## config.mk

```make
export PLATFORM = sky130hd
export DESIGN_NAME = alu_registro_tr
export DESIGN_NICKNAME = d
export VERILOG_FILES = /design/src/rtl/alu_pkg.sv /design/src/rtl/mult_iterativo.sv /design/src/rtl/alu_registro_tr.sv
export SDC_FILE = /design/constraint.sdc
export NUM_CORES = 1
export LEC_CHECK = 0
export BUFFER_PORTS_ARGS = -buffer_cell sky130_fd_sc_hd__buf_2
export CAP_MARGIN = 20
export CORE_MARGIN = 3
export CORE_UTILIZATION = 45
export CTS_BUF_LIST = sky130_fd_sc_hd__clkbuf_8
export CTS_CLUSTER_SIZE = 30
export DETAILED_ROUTE_END_ITERATION = 8
export PLACE_DENSITY = 0.79
export REMOVE_ABC_BUFFERS = 1
export SYNTH_ARGS = -nofsm -noshare
export SYNTH_HDL_FRONTEND = slang
export SYNTH_SLANG_ARGS = --single-unit
```

## constraint.sdc

```tcl
create_clock -name CLK -period 1.8 [get_ports CLK]
set_input_delay 0.36 -clock CLK [delete_from_list [all_inputs] [get_ports CLK]]
set_output_delay 0.36 -clock CLK [all_outputs]
set_load 0.03 [all_outputs]
```

## src/rtl/alu_pkg.sv

```systemverilog
// Shared constants for the execute stage: ALU op codes and FSM state encodings.
package alu_pkg;

    localparam int unsigned OP_W = 4;
    localparam int unsigned ST_W = 2;

    localparam logic [OP_W-1:0] OP_AND = 4'd0;
    localparam logic [OP_W-1:0] OP_OR  = 4'd1;
    localparam logic [OP_W-1:0] OP_ADD = 4'd2;
    localparam logic [OP_W-1:0] OP_SUB = 4'd6;
    localparam logic [OP_W-1:0] OP_SLT = 4'd7;
    localparam logic [OP_W-1:0] OP_MUL = 4'd8;
    localparam logic [OP_W-1:0] OP_NOR = 4'd12;

    localparam logic [ST_W-1:0] ST_IDLE = 2'd0;
    localparam logic [ST_W-1:0] ST_CALC = 2'd1;
    localparam logic [ST_W-1:0] ST_HOLD = 2'd2;

endpackage

```

## src/rtl/mult_iterativo.sv

```systemverilog
// Shift-add multiplier: one partial product per cycle, fixed WIDTH-cycle latency after start.
module mult_iterativo #(
    parameter int unsigned WIDTH = 32
) (
    input  logic             clk,
    input  logic             rst,
    input  logic             start,
    input  logic [WIDTH-1:0] a,
    input  logic [WIDTH-1:0] b,
    output logic             done_c,
    output logic [WIDTH-1:0] product_c
);

    localparam int unsigned CNT_W = (WIDTH > 1) ? $clog2(WIDTH) : 1;

    logic [WIDTH-1:0] mcand_q;
    logic [WIDTH-1:0] mplier_q;
    logic [WIDTH-1:0] acc_q;
    logic [CNT_W-1:0] cnt_q;
    logic             running_q;
    logic [WIDTH-1:0] acc_next;

    assign acc_next  = acc_q + (mplier_q[0] ? mcand_q : '0);
    // The last step's sum is handed out directly so the caller can register it on the same edge.
    assign done_c    = running_q && (cnt_q == CNT_W'(WIDTH - 1));
    assign product_c = acc_next;

    always_ff @(posedge clk or posedge rst) begin
        if (rst) begin
            mcand_q   <= '0;
            mplier_q  <= '0;
            acc_q     <= '0;
            cnt_q     <= '0;
            running_q <= 1'b0;
        end else if (start) begin
            mcand_q   <= a;
            mplier_q  <= b;
            acc_q     <= '0;
            cnt_q     <= '0;
            running_q <= 1'b1;
        end else if (running_q) begin
            acc_q    <= acc_next;
            mcand_q  <= mcand_q << 1;
            mplier_q <= mplier_q >> 1;
            cnt_q    <= cnt_q + CNT_W'(1);
            if (done_c) begin
                running_q <= 1'b0;
            end
        end
    end

endmodule

```

## src/rtl/alu_registro_tr.sv

```systemverilog
// Execute stage: single-cycle ALU plus optional iterative MUL, result held in TR until consumed.
// Build option: define ALU_TR_MUL_EN to implement op 8 (MUL); otherwise op 8 is unsupported.
module alu_registro_tr
    import alu_pkg::*;
#(
    parameter int unsigned WIDTH    = 32,
    parameter int unsigned OP_WIDTH = 4
) (
    input  logic                CLK,
    input  logic                RST,
    input  logic [WIDTH-1:0]    A,
    input  logic [WIDTH-1:0]    B,
    input  logic [OP_WIDTH-1:0] ALU_OP,
    input  logic                IN_VALID,
    output logic                IN_READY,
    output logic [WIDTH-1:0]    TR,
    output logic                TR_VALID,
    input  logic                OUT_READY,
    output logic                OP_ERR,
    output logic                BUSY
);

    logic [ST_W-1:0]  state_q, state_d;
    logic [WIDTH-1:0] tr_q, tr_d;
    logic             op_err_q, op_err_d;
    logic             tr_valid_q;
    logic             busy_q;
    logic             accept;
    logic [WIDTH-1:0] alu_res;
    logic             alu_err;
    logic             is_mul;
    logic             mul_done_c;
    logic [WIDTH-1:0] mul_product_c;

    assign IN_READY = (state_q == ST_IDLE) || ((state_q == ST_HOLD) && OUT_READY);
    assign accept   = IN_VALID && IN_READY;

    // Single-cycle result and op-code decode
    always_comb begin
        alu_res = '0;
        alu_err = 1'b0;
        is_mul  = 1'b0;
        case (ALU_OP)
            OP_AND:  alu_res = A & B;
            OP_OR:   alu_res = A | B;
            OP_ADD:  alu_res = A + B;
            OP_SUB:  alu_res = A - B;
            OP_SLT:  alu_res = WIDTH'($signed(A) < $signed(B));
            OP_NOR:  alu_res = ~(A | B);
`ifdef ALU_TR_MUL_EN
            OP_MUL:  is_mul  = 1'b1;
`endif
            default: alu_err = 1'b1;
        endcase
    end

    always_comb begin
        state_d  = state_q;
        tr_d     = tr_q;
        op_err_d = op_err_q;
        case (state_q)
            ST_IDLE, ST_HOLD: begin
                if (accept) begin
                    if (is_mul) begin
                        state_d = ST_CALC;
                    end else begin
                        state_d  = ST_HOLD;
                        tr_d     = alu_res;
                        op_err_d = alu_err;
                    end
                end else if (state_q == ST_HOLD && OUT_READY) begin
                    state_d = ST_IDLE;
                end
            end
            ST_CALC: begin
                if (mul_done_c) begin
                    state_d  = ST_HOLD;
                    tr_d     = mul_product_c;
                    op_err_d = 1'b0;
                end
            end
            default: state_d = ST_IDLE;
        endcase
    end

    always_ff @(posedge CLK or posedge RST) begin
        if (RST) begin
            state_q    <= ST_IDLE;
            tr_q       <= '0;
            op_err_q   <= 1'b0;
            tr_valid_q <= 1'b0;
            busy_q     <= 1'b0;
        end else begin
            state_q    <= state_d;
            tr_q       <= tr_d;
            op_err_q   <= op_err_d;
            tr_valid_q <= (state_d == ST_HOLD);
            busy_q     <= (state_d == ST_CALC);
        end
    end

    assign TR       = tr_q;
    assign OP_ERR   = op_err_q;
    assign TR_VALID = tr_valid_q;

`ifdef ALU_TR_MUL_EN
    logic mul_start;

    // Operands are latched by the multiplier on the accept edge
    assign mul_start = accept && is_mul;
    assign BUSY      = busy_q;

    mult_iterativo #(
        .WIDTH     (WIDTH)
    ) u_mult (
        .clk       (CLK),
        .rst       (RST),
        .start     (mul_start),
        .a         (A),
        .b         (B),
        .done_c    (mul_done_c),
        .product_c (mul_product_c)
    );
`else
    logic unused_busy;

    assign unused_busy   = busy_q;
    assign BUSY          = 1'b0;
    assign mul_done_c    = 1'b0;
    assign mul_product_c = '0;
`endif

endmodule

```

==> metrics.md, run 1 <==
| Metric | Value |
|---|---|
| Post-Synth Adder-Cell Area | `20.8%` |
| Hold_buf cts | `0` |
| Initial Util | `46.7%` |
| Die width | `124 um` |
| Sequential element share of the synthesized area | `between 10% and 20%` |
| Largest net degree at the start of global routing | `37` |
| Synth top area cells | `ha_1 (20%), dfrtp_1 (14%), nor2_1 (6.6%), inv_1 (5.6%), a21oi_1 (5.6%)` |
| GRT Util Overall | `74.4%` |
| Main synth FF type | `dfrtp_1` |
| Row count | `42` |
| Gr ovfl total | `7` |
| CTS root buf | `clkbuf_8` |
| Post-synth cell types | `69` |
| RePlAce Congestion | `around 1.1` |
| Halt Stage | `global routing` |
| Ys Warns | `0` |
| Hpwl dp | `19200 um` |
| CTS Buf Count | `5` |
| Largest family of logic cells by synthesized area | `compound AO/OA/AOI/OAI gates` |
| DIE HEIGHT | `about 120 um` |
| Synth Cell Area | `6280 um2` |
| FF+latch count, synth | `36` |
| Number of port buffers | `around 110` |
| CTS max path bufs | `2` |
| Post-synthesis xor/xnor area fraction | `less than 1%` |
| Leading area contributor after synthesis | `ha_1` |
| Synth top area share | `between 20% and 30%` |
| Synth Area in Compound Gates | `between 30% and 40%` |
| Antenna violations before repair | `8` |
| Tool error | `[ERROR GRT-0232] Routing congestion too high. Check the congestion heatmap in the GUI.` |
| Top Ports | `between 100 and 150` |
| Mux cell area share after synthesis | `0.657%` |
| Status | `did not finish` |
| Post-Synth Simple-Gate Area | `around a fifth` |
| Asr flop ratio synth | `100%` |
| Clock Sinks | `36` |
| GR repair worst EP | `TR[29]$_DFFE_PP0P_/D` |
| Mapped Avg Cell Area | `between 7 and 8 um2` |
| Placed Cells incl. Taps | `approximately 1400` |
| Worst_ep kind | `register data pin` |
| Number of synthesized flops with an enable pin | `0` |
| Number of H-tree levels | `2` |
| Cells after Synth | `870` |
[timing repair]
| action | CTS |
|---|---|
| buffers inserted | 37 |
| endpoints found under the setup margin | 30 |
| resized for setup | 287 |
| pin swaps | 125 |
[per-stage QoR]
step	instance area [um2]	hold WS [ns]	setup slack (ns)
2_1_floorplan	6080	0.395	-1.96
3_3_place_gp	9190	0.411	-1.43
3_5_place_dp	9190	0.417	-1.48
4_1_cts	10800	0.174	-0.945
[kinds of logic after synthesis]
logic type	Yosys count
xor+xnor	7
flops	36
other cells	1
mux	4
simple gates	260
compound gates	315
buf+inv	144
fa+ha+maj	103
[per-layer routing]
metal  overflow  global-route usage (%)
met1          1                    72.5
met2          0                    84.2
met3          0                    69.9
met4          6                    68.9
met5          0                    60.8
[synth_stat cells (all sizes together), types with 2 or more instances]
library cell  number
a311oi             3
mux2i              3
nor3b              3
a221oi            35
a21o              18
a221o             15
a22oi              3
clkbuf            43
nand3b             2
buf                7
nor3              15
and2               2
a21oi             70
o22ai              8
dfrtp             36
a2111oi            3
o41ai              2
o21a               3
o21ai             57
o221ai            20
nor2b             13
a211oi            11
o31ai              8
nand2b             8
o21bai            18
nor4               7
o211ai             6
a31oi              5
a21boi             2
fa                 2
a22o               7
nand2             63
or4                6
ha               101
nor2             111
a32oi              5
nand4              3
or2                3
xnor2              6
and3               6
inv               94
o2111ai            2
a211o              4
nand3             14
==> run 2, diff against run 1 <==
--- a/config.mk
+++ b/config.mk
@@ -8,11 +8,9 @@
 export BUFFER_PORTS_ARGS = -buffer_cell sky130_fd_sc_hd__buf_2
 export CAP_MARGIN = 20
 export CORE_MARGIN = 3
-export CORE_UTILIZATION = 45
-export CTS_BUF_LIST = sky130_fd_sc_hd__clkbuf_8
-export CTS_CLUSTER_SIZE = 30
+export CORE_UTILIZATION = 30
 export DETAILED_ROUTE_END_ITERATION = 8
-export PLACE_DENSITY = 0.79
+export PLACE_DENSITY_LB_ADDON = 0.15
 export REMOVE_ABC_BUFFERS = 1
 export SYNTH_ARGS = -nofsm -noshare
 export SYNTH_HDL_FRONTEND = slang
==> constraint.sdc (replaced) <==
create_clock -name CLK -period 2.35 [get_ports CLK]
set_input_delay 0.47 -clock CLK [delete_from_list [all_inputs] [get_ports CLK]]
set_output_delay 0.47 -clock CLK [all_outputs]
set_load 0.03 [all_outputs]
==> metrics.md, run 2 <==
| Metric | Value |
|---|---|
| Worst EP arrival | `3.16 ns` |
| Slew at the pin closest to its max-slew limit | `between 0.5 and 0.6 ns` |
| Number of H-tree levels | `2 (unchanged)` |
| Number of flip-flops in the largest register | `32` |
| Core Area | `around 20000 um2` |
| Row count | `52 (+24%)` |
| Buffers plus inverters on the worst setup path | `2` |
| Final Max Tran Viols | `0` |
| Max Freq | `between 300 and 400 MHz` |
| Crit-path cells | `buf_8 > inv_6 > ha_4 > or4_4 > nor3_4 > nand2_1 > or4_4 > o21bai_4 > a31oi_4 > or4_1 > o2111ai_1 > a31oi_1 > nor3_2` |
| Initial Util | `30.7% (-16 points)` |
| CP most frequent cell | `or4_4` |
| RePlAce Congestion | `0.920 (-16%)` |
| CP delay by family, top | `simple AND/OR/NAND/NOR gates` |
| CP Class | `in -> reg` |
| RSZ-0062 raised after global routing | `true` |
| Post-DR wirelength/cell | `17.5 um` |
| Violated checks | `setup timing` |
| Leak | `5.24 nW` |
| Global-route wire length before repair | `41100 um` |
| Main synth FF type | `dfrtp_1` |
| FF+latch count, synth | `36 (unchanged)` |
| Most common cell after layout, fill and taps aside | `buf_4` |
| Met1 Use GR | `31.1%` |
| M3 GR Usage | `2.38%` |
| Die area | `22700 um2` |
| DIE HEIGHT | `151 um (+21%)` |
| Final Hold Viols | `0` |
| Multi-input combinational cell area | `5940 um2` |
| Worst Skew | `0.0201 ns` |
| Count leader, synth | `nor2_1` |
| Area Growth Syn to Fin | `72.7%` |
| Max capacitance violation total | `0` |
| Power density cells | `between 300 and 400 nW/um2` |
| Routed vias/inst | `5.26` |
| Synth Cell Area | `6280 um2 (unchanged)` |
| Asr flop ratio synth | `100% (unchanged)` |
| Cells after Synth | `870 (unchanged)` |
| Post-synth cell types | `69 (unchanged)` |
| Gr ovfl total | `0` |
| Vias in the first global route | `7795` |
| Slowest cell on the critical path | `or4_4` |
| Commonest non-fill, non-tap cells in the layout | `buf_4 (268), nor2_1 (104), buf_2 (89), ha_1 (70), inv_1 (63)` |
| GRT busiest layer | `met2` |
| Antenna violations before repair | `0` |
| Leading area contributor after synthesis | `ha_1` |
| CP max FO | `2` |
| Register area | `~900 um2` |
| Synth top area cells | `ha_1 (20%), dfrtp_1 (14%), nor2_1 (6.6%), inv_1 (5.6%), a21oi_1 (5.6%)` |
| Number of port buffers | `106 (unchanged)` |
| Fin crit share | `125%` |
| Hold_ws | `0.308 ns` |
| GRT met2 Usage | `around two fifths` |
| Startpoint Class | `input port` |
| Nets | `around 1400` |
| Slowest stage delay, CP | `0.57 ns` |
| Diode count | `0` |
| Tot Pwr | `4.03 mW` |
| Crit path from | `B[15]` |
| CTS max path bufs | `2 (unchanged)` |
| Reg-to-reg critical path startpoint | `state_q[1]` |
| Proportion of layout cells with a drive suffix above 1 | `approximately half` |
| Status | `finished with violations` |
| Mapped Avg Cell Area | `7.22 um2 (unchanged)` |
| CTS tree | `done` |
| Synth top cells by count | `nor2_1 (111), ha_1 (101), inv_1 (94)` |
| First drt pass iteration count | `5` |
| Number of synthesized flops with an enable pin | `0 (unchanged)` |
| Fin worst setup slack | `-0.593 ns` |
| Ys Warns | `0 (unchanged)` |
| Top Ports | `108 (unchanged)` |
| Clk Latency, worst-skew pair | `0.31 ns` |
| Remaining DRCs | `0` |
| Hold Crit Class | `in -> async` |
| DR iter-0 viols | `538` |
| GRT Util Overall | `22.6%` |
| Peak supply drop | `~0.36 mV` |
| Final WL | `26300 um` |
| Flop2flop setup slack | `approximately 0.27 ns` |
| Clock Sinks | `36 (unchanged)` |
| Synth top area share | `20.1% (unchanged)` |
| DRT antenna net count | `0` |
| Hpwl dp | `19300 um (+0.58%)` |
| Sequential element share of the synthesized area | `14.3% (unchanged)` |
| Clock Pin Slew Worst Setup and Hold Paths | `around 0.070 ns` |
| CTS root buf | `clkbuf_16` |
| Die width | `151 um (+21%)` |
| Critical path endpoint category | `register` |
| Largest net degree at the start of global routing | `37` |
| Crit path required time | `2.56 ns` |
| Slew margin rel. | `62.6%` |
| DR vias | `roughly 8000` |
| CTS Buf Count | `5 (unchanged)` |
| Setup violations, final | `25` |
| Fillers | `1965` |
| Period minus WS final | `2.94 ns` |
run 2: cell counts after synthesis:
No cell type changed its count.
run 2: what timing repair did:
item,4_1_cts,5_1_grt
hold buffers,0,0
resized for setup,239,70
gates cloned,0,0
setup buffers,31,24
endpoints found under the setup margin,27,27
pin swaps,84,78
run 2: logic make-up after synthesis:
kind of cell | Yosys count | synth area share (%)
other | 1 | 0.0597
muxes | 4 | 0.657
adders and majority gates | 103 | 20.8
xor gates and xnor gates | 7 | 0.976
AOI/OAI and AO/OA | 315 | 35.4
and+or+nand+nor | 260 | 19.0
DFF | 36 | 14.3
buffers and inverters | 144 | 8.75
run 2: layout make-up:
| cell class | count | area share (%) |
|---|---|---|
| clock buffer | 6 | 1.19 |
| clock inverter | 2 | 0.323 |
| inverter | 94 | 3.60 |
| multi-input combinational | 690 | 54.7 |
| sequential | 36 | 8.30 |
| tap | 270 | 3.11 |
| timing repair buffer | 409 | 28.7 |
run 2: power by group:
group | leakage (nW) | switching (mW) | internal (mW)
clock | 0.0808 | 0.324 | 0.501
combinational | 4.68 | 1.29 | 1.20
sequential | 0.478 | 0.0410 | 0.676
run 2: per-layer routing:
| layer | up-vias | share of wire, % |
|---|---|---|
| met2 | 253 | 47 |
| met4 | 0 | 2.3 |
| met5 | - | 0 |
| li1 | 3901 | - |
| met3 | 45 | 5.4 |
| met1 | 3725 | 45 |
run 2: worst paths after layout:
path,to,depth (start not counted)
worst max-delay path,TR[29],13
worst min register to register,state_q[0],1
max in group asynchronous,TR[29],3
min in group CLK,state_q[0],1
worst min-delay path,TR[6],3
worst max register to register,TR[27],10
run 2: tightest hold or removal path: stages:
cell   delay, ns
buf_2       0.09
inv_1       0.04
buf_4       0.47
run 2: per-stage QoR:
step	setup slack (ns)	instances	setup TNS [ns]	utilization (%)	instance area (um2)
after floorplan	-1.52	820	-37.24	-	6080
after detailed placement	-1.20	1451	-24.02	43.8	8940
after global placement	-1.08	1451	-22.66	43.8	8940
after global routing	-0.678	1507	-10.99	53.1	10800
final	-0.593	1507	-8.50	53.1	10800
after CTS	-0.566	1486	-7.05	50.8	10400
No activity file was read; power rests on OpenSTA's default activity.
